[src/rtl/mult_datapath.sv]
// Sequential 8x8 unsigned multiplier datapath: one HALF_W x HALF_W multiplier
// accumulates four shifted partial products into a 4*HALF_W-bit product register.
module mult_datapath #(
  parameter int HALF_W = 4
) (
  input  logic                clk,
  input  logic                reset_a,
  input  logic [2*HALF_W-1:0] dataa,
  input  logic [2*HALF_W-1:0] datab,
  input  logic [1:0]          input_sel,
  input  logic [1:0]          shift_sel,
  input  logic                clk_ena,
  input  logic                sclr_n,
  output logic [1:0]          count,
  output logic [4*HALF_W-1:0] product,
  output logic                ovf
);

  localparam int PW = 2 * HALF_W;
  localparam int RW = 4 * HALF_W;

  logic [HALF_W-1:0] nib_a;
  logic [HALF_W-1:0] nib_b;
  logic [PW-1:0]     pp;
  logic [RW-1:0]     sh;
  logic [RW:0]       sum;

  logic [1:0]    count_d,   count_q;
  logic [RW-1:0] product_d, product_q;
  logic          ovf_d,     ovf_q;

  always_comb begin
    nib_a = input_sel[1] ? dataa[PW-1:HALF_W] : dataa[HALF_W-1:0];
    nib_b = input_sel[0] ? datab[PW-1:HALF_W] : datab[HALF_W-1:0];
    pp    = PW'(nib_a) * PW'(nib_b);
    case (shift_sel)
      2'b01:   sh = RW'(pp) << HALF_W;
      2'b10:   sh = RW'(pp) << (2 * HALF_W);
      default: sh = RW'(pp);
    endcase
    sum = {1'b0, product_q} + {1'b0, sh};
  end

  // Clear beats enable; when neither applies the selects are ignored entirely,
  // so X driven by the controller outside its calc states never reaches a flop.
  always_comb begin
    count_d   = count_q;
    product_d = product_q;
    ovf_d     = ovf_q;
    if (!sclr_n) begin
      count_d   = 2'd0;
      product_d = '0;
      ovf_d     = 1'b0;
    end else if (clk_ena) begin
      count_d   = count_q + 2'd1;
      product_d = sum[RW-1:0];
      ovf_d     = ovf_q | sum[RW];
    end
  end

  always_ff @(posedge clk or negedge reset_a) begin
    if (!reset_a) begin
      count_q   <= 2'd0;
      product_q <= '0;
      ovf_q     <= 1'b0;
    end else begin
      count_q   <= count_d;
      product_q <= product_d;
      ovf_q     <= ovf_d;
    end
  end

  assign count   = count_q;
  assign product = product_q;
  assign ovf     = ovf_q;

endmodule
[config.mk]
export PLATFORM = sky130hd
export DESIGN_NAME = mult_datapath
export DESIGN_NICKNAME = d
export VERILOG_FILES = /design/src/rtl/mult_datapath.sv
export SDC_FILE = /design/constraint.sdc
export NUM_CORES = 1
export LEC_CHECK = 0
export BUFFER_PORTS_ARGS = -buffer_cell sky130_fd_sc_hd__buf_2
export CAP_MARGIN = 0
export CORE_ASPECT_RATIO = 0.75
export CORE_UTILIZATION = 35
export DETAILED_ROUTE_END_ITERATION = 10
export GPL_TIMING_DRIVEN = 0
export PLACE_DENSITY = 0.56
export SYNTH_ARGS = -nofsm -noshare
export SYNTH_HDL_FRONTEND = slang
export SYNTH_SLANG_ARGS = --single-unit
[constraint.sdc]
create_clock -name clk -period 5.4 [get_ports clk]
set_clock_uncertainty 0.1 [all_clocks]
set_input_delay 0 -clock clk [delete_from_list [all_inputs] [get_ports clk]]
set_output_delay 0 -clock clk [all_outputs]
set_load 0.01 [all_outputs]
==> results by group, run 1 <==
Global routing
  – First-pass GRT wire length: between 9000 and 10000 um
  – Vias in the first global route: around 1900
  – Largest net degree at the start of global routing: 20
  – GRT overflow: 0
  – Total track usage: between 10% and 20%
  – Initial antenna violation count: 0

Run status
  – Status: finished, final reports clean

Cells and area
  – Area Growth Syn to Fin: 16.3%
  – Commonest non-fill, non-tap cell in the layout: buf_2
  – ANT cells: 0
  – Layout cells sized above 1: 18.4%
  – Register area: roughly 480 um^2
  – Fillers: 625
  – Area occupied by multi-input gates: between 0.0015 and 0.002 mm^2
  – NumNets Final: 375
  – Fin util: about 44%
  – Most frequent cells in the layout: buf_2, nor2_1, ha_1, nand2_1, dfrtp_1
  – Final cell area excluding filler cells: approximately 0.0026 mm^2

Detailed routing
  – DR WL/cell: roughly 14 um
  – DRC: 0
  – Routed WL: roughly 5600 um
  – Via density: 5.26
  – Drt pass-1 iters: 4
  – Antenna Nets Post-Route: 0
  – Iter 0 DRT Violations: around 80
  – Vias: between 2000 and 2500

Setup path
  – Req. time, crit path: 5480 ps
  – WP data arrival: 5060 ps
  – R2r endpoint: product[12]
  – Crit. Startpoint: input_sel[0]
  – CP endpoint kind: flop
  – Worst R2R Path Depth: 8
  – Max Fanout on Critical Path: 7
  – WS Path Type: in2reg
  – Reg-to-Reg Start: product[0]
  – Worst Setup Start Kind: primary input
  – R2R Setup Slk: 2840 ps
  – Setup crit end: product[12]

Synth
  – Asr flop ratio synth: between 90% and 100%
  – Synth Instances: 269
  – Synth Register Bits: 19
  – Register area share after synthesis: 21.1%
  – Top_reg_cell synth: dfrtp_1
  – Post-synth EDFFs: 0
  – Ys Warns: 0
  – Mapped cell area: 0.00225 mm^2
  – Syn nets: roughly 330
  – Number of library cell types mapped by synthesis: 51
  – Post-synthesis area per instance: about 8.4 um^2

Die
  – Initial core utilization: a little under two fifths
  – Die ar.: 0.00677 mm^2
  – CORE AREA: between 0.006 and 0.007 mm^2
  – Die Span Y: a little over 70 um
  – Row Count: 24
  – DIE WIDTH: 94.7 um
  – # IOs: 43

Place
  – Number of port buffers: 40
  – Placed inst area: roughly 0.0026 mm^2
  – Gpl congestion: about 0.82
  – DP HPWL: ~4600 um

Job
  – Max cap viols: 0

Timing
  – Hold Vio Cnt, Final: 0
  – Max_slew headroom: 63.2%
  – Unrepaired setup endpoints after global routing: no
  – Final min period: about 5000 ps
  – Peak Freq: approximately 0.20 GHz
  – Fin. max-slew vios: 0
  – Final setup vio count: 0
  – Fin Setup TNS: 0 ps
  – Final cycle utilization of the critical path: about 92%
  – Worst-Margin Slew: 549 ps

Power
  – Pwr dens: roughly 230 mW/mm^2
  – Lkg Pwr: around 1.4 nW
  – VDD IR max: 0.000184 V

Clock tree
  – H-tree Lvls: 1
  – Post-CTS setup buffers: 0
  – Num CTS Buffers: 3
  – Worst-path clk slew: around 80 ps
  – Longest Clk Path Bufs: 2
  – Clock Sink Count: 19
  – Clock Latency Late Sink: 270 ps
  – Clk root buf: clkbuf_8
  – CTS tree: done

Min path
  – Worst hold path type: in2reg
  – Hold Crit Start: clk_ena
## state kept, by name, indices dropped and copies added, names as in the netlist
name	count
count	2
ovf	1
product	16
## cells by family after synthesis
kind of cell / Yosys count / share of synthesized area (%)
AO/OA/AOI/OAI: 70 / 21.8
AND/OR/NAND/NOR: 91 / 19.4
adder cells (fa/ha/maj): 35 / 21.1
XOR/XNOR: 16 / 6.22
flip-flops: 19 / 21.1
buffers and inverters: 26 / 5.05
multiplexers: 12 / 5.33
## worst min-delay path by stage
stage	slack, ps	to	cells after the start
CTS	40	product[15]	4
global route	50	product[15]	4
detailed placement	-100	product[6]	1
finish	40	product[15]	4
global placement	-110	product[7]	1
floorplan	-400	count[0]	0
## what timing repair did
item | 4_1_cts | 5_1_grt
endpoints found under the hold margin | 21 | 0
hold buffers | 2 | 0
gates resized for setup | 0 | 0
## per-layer routing
layer | track usage (%) | up-vias | share of wire (%)
li1 | - | 1060 | -
met1 | 29.5 | 956 | 53
met2 | 24.5 | 51 | 40
met3 | 3.08 | 0 | 7.0
met4 | 0.505 | 0 | 0
met5 | 0 | - | 0
## power by group
group,total (mW),internal (mW),leakage (nW),switching (mW)
Clock,0.111,0.0522,0.0217,0.0589
Sequential,0.172,0.158,0.258,0.0141
Combinational,0.312,0.130,1.07,0.181
Total,0.595,0.341,1.35,0.254
## cell type report
class	count	share of cell area (%)
multi-input combinational	224	63.5
sequential	19	18.1
timing repair buffer	42	8.40
tap	78	3.72
inverter	17	2.44
buffer	9	1.91
clock buffer	3	1.58
clock inverter	1	0.287
## synth_stat cells, types with 2 or more instances
| cell | count | area, um^2 |
|---|---|---|
| nor2_1 | 37 | 139 |
| ha_1 | 30 | 375 |
| dfrtp_1 | 19 | 475 |
| nand2_1 | 19 | 71.3 |
| inv_1 | 17 | 63.8 |
| a21oi_1 | 14 | 70.1 |
| xnor2_1 | 13 | 114 |
| mux2i_1 | 12 | 120 |
| o21ai_0 | 9 | 45.0 |
| a21o_1 | 6 | 45.0 |
| clkbuf_1 | 6 | 22.5 |
| a211oi_1 | 5 | 37.5 |
| fa_1 | 5 | 100 |
| nand4_1 | 5 | 31.3 |
| o21ai_1 | 5 | 25.0 |
| and2_1 | 4 | 25.0 |
| nand2b_1 | 4 | 25.0 |
| nor3_1 | 4 | 20.0 |
| a22o_1 | 3 | 26.3 |
| a22oi_1 | 3 | 22.5 |
| a31oi_1 | 3 | 18.8 |
| and3_1 | 3 | 18.8 |
| o211ai_1 | 3 | 22.5 |
| or2_2 | 3 | 18.8 |
| or3_1 | 3 | 18.8 |
| xor2_1 | 3 | 26.3 |
| a21oi_2 | 2 | 17.5 |
| buf_6 | 2 | 22.5 |
| nand3_1 | 2 | 10.0 |
| nand3b_1 | 2 | 15.0 |
| o21a_1 | 2 | 15.0 |
| o21ai_2 | 2 | 17.5 |
## worst max-delay path, cell delays in order
cell and delay (ps):
clkbuf_1 210, mux2i_1 190, or2_2 350, fa_1 550
inv_1 60, fa_1 500, ha_1 310, a21o_1 170
a21oi_1 230, o21bai_1 100, a21oi_1 180, xor2_1 300
o21ai_0 240, ha_1 420, a21oi_1 210, nand2_1 90
a2111oi_1 420, nor3b_2 120, xnor2_1 160, a211oi_2 240
## stage by stage
step	setup WS [ps]	power, mW	hold slack [ps]	std cells
finish	422	0.595	42.2	393
global route	40.9	0.653	54.6	393
CTS	413	0.605	35.6	393
detailed placement	143	0.486	-102	387
global placement	191	0.484	-109	387
floorplan	866	0.404	-396	269
(Power assumes the default switching activity.)
==> run 2: changes to the inputs <==
==> config.mk (replaced) <==
export PLATFORM = sky130hd
export DESIGN_NAME = mult_datapath
export DESIGN_NICKNAME = d
export VERILOG_FILES = /design/src/rtl/mult_datapath.sv
export SDC_FILE = /design/constraint.sdc
export NUM_CORES = 1
export LEC_CHECK = 0
export CAP_MARGIN = 0
export CORE_ASPECT_RATIO = 0.75
export CORE_UTILIZATION = 35
export DETAILED_ROUTE_END_ITERATION = 10
export DONT_BUFFER_PORTS = 1
export GPL_TIMING_DRIVEN = 0
export PLACE_DENSITY = 0.5
export SYNTH_ARGS = -nofsm -noshare
export SYNTH_HDL_FRONTEND = slang
export SYNTH_SLANG_ARGS = --single-unit
==> run 2 against run 1 <==
Effect of this change:
- sequential power increased by 6%
- the run now ends with hold timing left
- setup slack improved by 22 ps
- highest routed layer is now met4
- hold slack got worse by 43 ps
- register-to-register slack got worse by 80 ps
- wire length increased by 1.8%
- critical path type unchanged
- first-iteration DRC count increased by 13%
==> results by group, run 2 (synthesis results as in run 1) <==
Setup path
  – WS Path Type: in2reg (unchanged)
  – WP data arrival: 5030 ps (was 5060 ps)
  – Worst Setup Start Kind: primary input (unchanged)
  – CP endpoint kind: flop (unchanged)
  – Max Fanout on Critical Path: 7 (unchanged)
  – Req. time, crit path: 5480 ps (about the same)

Clock tree
  – Worst-path clk slew: 80 ps (about the same)
  – Post-CTS setup buffers: 0 (unchanged)
  – H-tree Lvls: 1 (unchanged)
  – Longest Clk Path Bufs: 2 (unchanged)
  – Clock Sink Count: 19 (unchanged)
  – Num CTS Buffers: 3 (unchanged)
  – Clock Latency Late Sink: 260 ps (was 270 ps)
  – Clk root buf: clkbuf_8 (unchanged)
  – CTS tree: done (unchanged)

Global routing
  – Total track usage: 18.1% (was 17.7%)
  – Largest net degree at the start of global routing: 20 (unchanged)
  – GRT overflow: 0 (unchanged)
  – Initial antenna violation count: 0 (unchanged)
  – Vias in the first global route: 1826 (was 1856)
  – First-pass GRT wire length: 9320 um (was 9380 um)

Cells and area
  – Commonest non-fill, non-tap cell in the layout: nor2_1 (was buf_2)
  – Area Growth Syn to Fin: 7.83% (was 16.3%)
  – NumNets Final: 336 (was 375)
  – Most frequent cells in the layout: nor2_1, ha_1, nand2_1, dfrtp_1, inv_1 (was buf_2, nor2_1, ha_1, nand2_1, dfrtp_1)
  – Register area: 475 um^2 (unchanged)
  – Layout cells sized above 1: 6.52% (was 18.4%)
  – Fillers: 660 (was 625)
  – Fin util: 40.5% (was 43.6%)
  – Area occupied by multi-input gates: 0.00166 mm^2 (unchanged)
  – ANT cells: 0 (unchanged)
  – Max reg flops: 16 (unchanged)

Die
  – Initial core utilization: 37.5% (unchanged)
  – # IOs: 43 (unchanged)
  – CORE AREA: 0.00601 mm^2 (unchanged)
  – DIE WIDTH: 94.7 um (unchanged)
  – Die ar.: 0.00677 mm^2 (unchanged)
  – Die Span Y: 71.5 um (unchanged)
  – Row Count: 24 (unchanged)

Timing
  – Worst-Margin Slew: 1010 ps (was 549 ps)
  – Final setup vio count: 0 (unchanged)
  – Final cycle utilization of the critical path: 91.8% (was 92.2%)
  – Fin Setup TNS: 0 ps (unchanged)
  – Max_slew headroom: 32.6% (was 63.2%)
  – Hold Vio Cnt, Final: 1 (was 0)
  – Hold slack: -0.506 ps (was 42.2 ps)
  – Fin. max-slew vios: 0 (unchanged)
  – Peak Freq: 0.202 GHz (was 0.201 GHz)
  – Unrepaired setup endpoints after global routing: no (unchanged)
  – Final min period: 4960 ps (was 4980 ps)

Detailed routing
  – DR WL/cell: 16.2 um (was 14.4 um)
  – Iter 0 DRT Violations: 89 (was 79)
  – Antenna Nets Post-Route: 0 (unchanged)
  – Vias: 1942 (was 2067)
  – Drt pass-1 iters: 4 (unchanged)
  – DRC: 0 (unchanged)
  – Routed WL: 5750 um (was 5650 um)
  – Via density: 5.49 (was 5.26)

Job
  – Max cap viols: 0 (unchanged)

Min path
  – Worst hold path type: in2reg (unchanged)

Run status
  – Status: complete, but fails checks (was finished, final reports clean)
  – Violated checks: hold timing

Power
  – Pwr dens: 237 mW/mm^2 (was 227 mW/mm^2)
  – Lkg Pwr: 1.18 nW (was 1.35 nW)
  – VDD IR max: 0.000126 V (was 0.000184 V)

Place
  – Number of port buffers: 0 (was 40)
  – DP HPWL: 4670 um (was 4640 um)
  – Gpl congestion: 0.803 (was 0.819)
[run 2: cell count changes in the layout (fill, tap and decap cells not counted)]
cell / before / now
buf_2: 40 / 0
dlygate4sd3_1: 2 / 3
[run 2: area by class of cell]
class                           count  area share (%)
Sequential cell                    19            19.6
Tap cell                           78            4.02
Clock buffer                        3            1.70
Timing Repair Buffer                3            1.24
Clock inverter                      1           0.309
Buffer                              9            2.06
Multi-Input combinational cell    224            68.5
Inverter                           17            2.63
[run 2: power by group]
group          switching (mW)  total, mW  internal (mW)
combinational           0.170      0.285          0.115
sequential             0.0253      0.183          0.158
clock                  0.0560      0.108         0.0521
[run 2: per-stage QoR]
step / worst slack [ps] / instances / instance area [um^2] / power, mW / hold slack (ps)
floorplan: 866 / 269 / 2250 / 0.404 / -396
global placement: 250 / 347 / 2350 / 0.465 / -395
detailed placement: 215 / 347 / 2350 / 0.464 / -395
CTS: 489 / 354 / 2430 / 0.583 / 1.98
global route: 154 / 354 / 2430 / 0.629 / 21.9
finish: 444 / 354 / 2430 / 0.576 / -0.506
[run 2: timing repair]
item	in CTS	in global routing
gates resized for setup	0	0
hold buffers	3	0
endpoints found under the hold margin	27	0
[run 2: worst paths after layout]
check / start / endpoint / slack, ps / depth (start not counted)
max: input_sel[1] / product[12] / 440 / 20
min: sclr_n / product[15] / -0.5 / 2
max reg2reg: product[0] / product[12] / 2760 / 8
min reg2reg: product[11] / product[11] / 490 / 2
max in group asynchronous: reset_a / product[15] / 4330 / 1
min in group asynchronous: reset_a / product[7] / 250 / 1
[run 2: metal layers]
layer | wire length [um] | global-route usage (%) | part of all wire (%) | vias to the layer above
met5 | 0 | 0 | 0 | -
met4 | 14 | 1.52 | 0.24 | 0
met3 | 371 | 3.61 | 6.5 | 2
met2 | 2300 | 25.2 | 40 | 45
met1 | 3060 | 29.3 | 53 | 912
li1 | - | - | - | 983
[run 2: worst max-delay path, stage by stage]
cell and delay [ps]:
clkbuf_1 210, mux2i_1 200, or2_2 330, fa_1 540, inv_1 50, fa_1 500
ha_1 300, a21o_1 150, a21oi_1 240, o21bai_1 100, a21oi_1 170, xor2_1 120
o21ai_0 440, ha_1 410, a21oi_1 240, nand2_1 90, a2111oi_1 460, nor3b_2 120
xnor2_1 160, a211oi_2 210
==> run 3: changes to the inputs <==
--- a/config.mk
+++ b/config.mk
@@ -11,7 +11,7 @@
 export DETAILED_ROUTE_END_ITERATION = 10
 export DONT_BUFFER_PORTS = 1
 export GPL_TIMING_DRIVEN = 0
-export PLACE_DENSITY = 0.5
+export PLACE_DENSITY = 0.52
 export SYNTH_ARGS = -nofsm -noshare
 export SYNTH_HDL_FRONTEND = slang
 export SYNTH_SLANG_ARGS = --single-unit
==> constraint.sdc (replaced) <==
create_clock -name clk -period 4.5 [get_ports clk]
set_clock_uncertainty 0.1 [all_clocks]
set_input_delay 0 -clock clk [delete_from_list [all_inputs] [get_ports clk]]
set_output_delay 0 -clock clk [all_outputs]
set_load 0.01 [all_outputs]
==> run 3 against run 2 <==
Effect of this change:
- the flow now finishes without violations
- clock power rose by 25%
- global-route usage fell by 0.068 points
- cell count rose by 2.5%
- sequential power rose by 20%
- flip-flop and latch count did not move
- critical path depth did not move
- via count rose by 1.9%
- critical endpoint is now product[15]
- combinational power rose by 35%
- non-clock buffer count rose by 9
- utilization rose by 3.3 points
- largest cell class unchanged
- final area rose by 8.2%
==> results by group, run 3 (synthesis results as in run 1) <==
Setup path
  – CP endpoint kind: flop (unchanged)
  – R2R Setup Slk: 2050 ps (was 2760 ps)
  – Req. time, crit path: 4560 ps (was 5480 ps)
  – Crit-path slowest cell: fa_1 (unchanged)
  – Slowest Stage Delay on Critical Path: 530 ps (was 540 ps)
  – WP data arrival: 4330 ps (was 5030 ps)
  – Worst Setup Start Kind: primary input (unchanged)
  – Family with the most delay on the worst path: adder cells (was compound AO/OA/AOI/OAI gates)
  – Reg-to-Reg Start: product[0] (unchanged)
  – Worst R2R Path Depth: 8 (unchanged)
  – Max Fanout on Critical Path: 5 (was 7)
  – Crit path buf inv count: 2 (unchanged)
  – WS Path Type: in2reg (unchanged)
  – CP cell instances: buf_4, mux2i_4, or2_4, fa_1, inv_1, fa_1, ha_1, a21o_1, a21oi_2, o21bai_1, a21oi_1, xor2_1, o21ai_2, ha_2, a211oi_2, a211oi_2, nor4bb_1, a21oi_1, xnor2_1, o21ai_1 (was clkbuf_1, mux2i_1, or2_2, fa_1, inv_1, fa_1, ha_1, a21o_1, a21oi_1, o21bai_1, a21oi_1, xor2_1, o21ai_0, ha_1, a21oi_1, nand2_1, a2111oi_1, nor3b_2, xnor2_1, a211oi_2)
  – R2r endpoint: product[12] (unchanged)

Place
  – Number of port buffers: 0 (unchanged)
  – Pre-CTS WS: -591 ps (was 215 ps)
  – DP HPWL: 4570 um (was 4670 um)
  – Gpl congestion: 0.814 (was 0.803)
  – DP Cell Count: 347 (unchanged)
  – Placed inst area: 0.00236 mm^2 (was 0.00235 mm^2)

Timing
  – Fin. max-slew vios: 0 (unchanged)
  – Final setup vio count: 0 (unchanged)
  – Final min period: between 4000 and 5000 ps
  – Worst-Margin Slew: 972 ps (was 1010 ps)
  – Fin Setup TNS: 0 ps (unchanged)
  – Hold slack: 190 ps (was -0.506 ps)
  – Final cycle utilization of the critical path: ~95%
  – Hold Vio Cnt, Final: 0 (was 1)
  – Unrepaired setup endpoints after global routing: no (unchanged)
  – Max_slew headroom: 35.0% (was 32.6%)
  – Peak Freq: 0.234 GHz
  – Final worst slack: 228 ps (was 444 ps)

Detailed routing
  – Via density: 5.45 (was 5.49)
  – Iter 0 DRT Violations: 62 (was 89)
  – Vias: 1978 (was 1942)
  – Antenna Nets Post-Route: 0 (unchanged)
  – Routed WL: 5960 um (was 5750 um)
  – DR WL/cell: 16.4 um (was 16.2 um)
  – DRC: 0 (unchanged)
  – Drt pass-1 iters: 4 (unchanged)

Power
  – Total power: 0.739 mW (was 0.576 mW)
  – VDD IR max: 0.000190 V (was 0.000126 V)
  – Lkg Pwr: 1.23 nW (was 1.18 nW)
  – Pwr dens: 281 mW/mm^2 (was 237 mW/mm^2)

Global routing
  – GRT overflow: 0 (unchanged)
  – Total track usage: 18.0% (was 18.1%)
  – First-pass GRT wire length: 9400 um (was 9320 um)
  – Initial antenna violation count: 0 (unchanged)
  – Vias in the first global route: 1863 (was 1826)
  – Largest net degree at the start of global routing: 20 (unchanged)

Die
  – # IOs: 43 (unchanged)
  – DIE WIDTH: 94.7 um (unchanged)
  – Die ar.: 0.00677 mm^2 (unchanged)
  – CORE AREA: 0.00601 mm^2 (unchanged)
  – Row Count: 24 (unchanged)
  – Initial core utilization: 37.5% (unchanged)
  – Die Span Y: 71.5 um (unchanged)

Cells and area
  – ANT cells: 0 (unchanged)
  – Most frequent cells in the layout: nor2_1, ha_1, nand2_1, dfrtp_1, inv_1 (unchanged)
  – Commonest non-fill, non-tap cell in the layout: nor2_1 (unchanged)
  – Final cell area excluding filler cells: 0.00263 mm^2 (was 0.00243 mm^2)
  – Layout cells sized above 1: 15.1% (was 6.52%)
  – Fin util: 43.8% (was 40.5%)
  – NumNets Final: 345 (was 336)
  – Max reg flops: 16 (unchanged)
  – Area occupied by multi-input gates: 0.00178 mm^2 (was 0.00166 mm^2)
  – Register area: 475 um^2 (unchanged)
  – Final std cells w/o fill: 363 (was 354)
  – Fillers: 629 (was 660)
  – Area Growth Syn to Fin: 16.7% (was 7.83%)

Clock tree
  – Num CTS Buffers: 3 (unchanged)
  – Clk root buf: clkbuf_8 (unchanged)
  – CTS tree: done (unchanged)
  – H-tree Lvls: 1 (unchanged)
  – Clock Latency Late Sink: 270 ps (was 260 ps)
  – Longest Clk Path Bufs: 2 (unchanged)
  – Clock Sink Count: 19 (unchanged)
  – Worst-path clk slew: 90 ps (was 80 ps)

Min path
  – Hold Crit Start: sclr_n (unchanged)
  – Cells on Worst Hold Path: 4 (was 2)
  – Worst hold path type: in2reg (unchanged)
  – Hold Path End: product[7] (was product[15])

Run status
  – Status: finished, final reports clean (was complete, but fails checks)

Job
  – Max cap viols: 0 (unchanged)
-- run 3: layer usage --
layer	vias to the layer above	wire length, um	global-route usage (%)
li1	998	-	-
met1	943	3250	29.4
met2	35	2420	25.2
met3	2	270	3.18
met4	0	17	1.52
met5	-	0	0
-- run 3: worst max path at each step --
stage,startpoint,endpoint,slack [ps],depth (start not counted)
global placement,input_sel[0],product[15],-600,20
detailed placement,input_sel[0],product[12],-590,20
finish,input_sel[0],product[15],230,20
floorplan,input_sel[1],product[12],30,20
global route,input_sel[0],product[14],5,22
CTS,input_sel[1],product[12],3,20
-- run 3: what timing repair did --
item	4_1_cts	5_1_grt
pin swaps	3	17
setup endpoints to repair	6	10
buffers inserted	4	5
hold endpoints to repair	28	0
hold buffers	3	0
resized for setup	9	23
-- run 3: final cells by class --
cell class / count / area share [%]
tap: 78 / 3.71
sequential: 19 / 18.1
clock buffer: 3 / 1.57
buffer: 9 / 2.33
timing repair buffer: 12 / 3.85
multi-input combinational: 224 / 67.7
inverter: 17 / 2.43
clock inverter: 1 / 0.285
-- run 3: worst reg2reg max path, stage by stage, from the launching register on --
cell and delay, ps:
dfrtp_1 440, ha_1 250, fa_1 440, a21oi_4 190, o21ai_2 120, a2111oi_4 400, nor3b_2 100, xnor2_1 150
a211oi_2 180
-- run 3: where the power goes --
group          leakage [nW]  switching (mW)  internal, mW
clock network        0.0217          0.0722        0.0626
registers             0.258          0.0302         0.190
logic                 0.954           0.219         0.165
total                  1.23           0.322         0.418
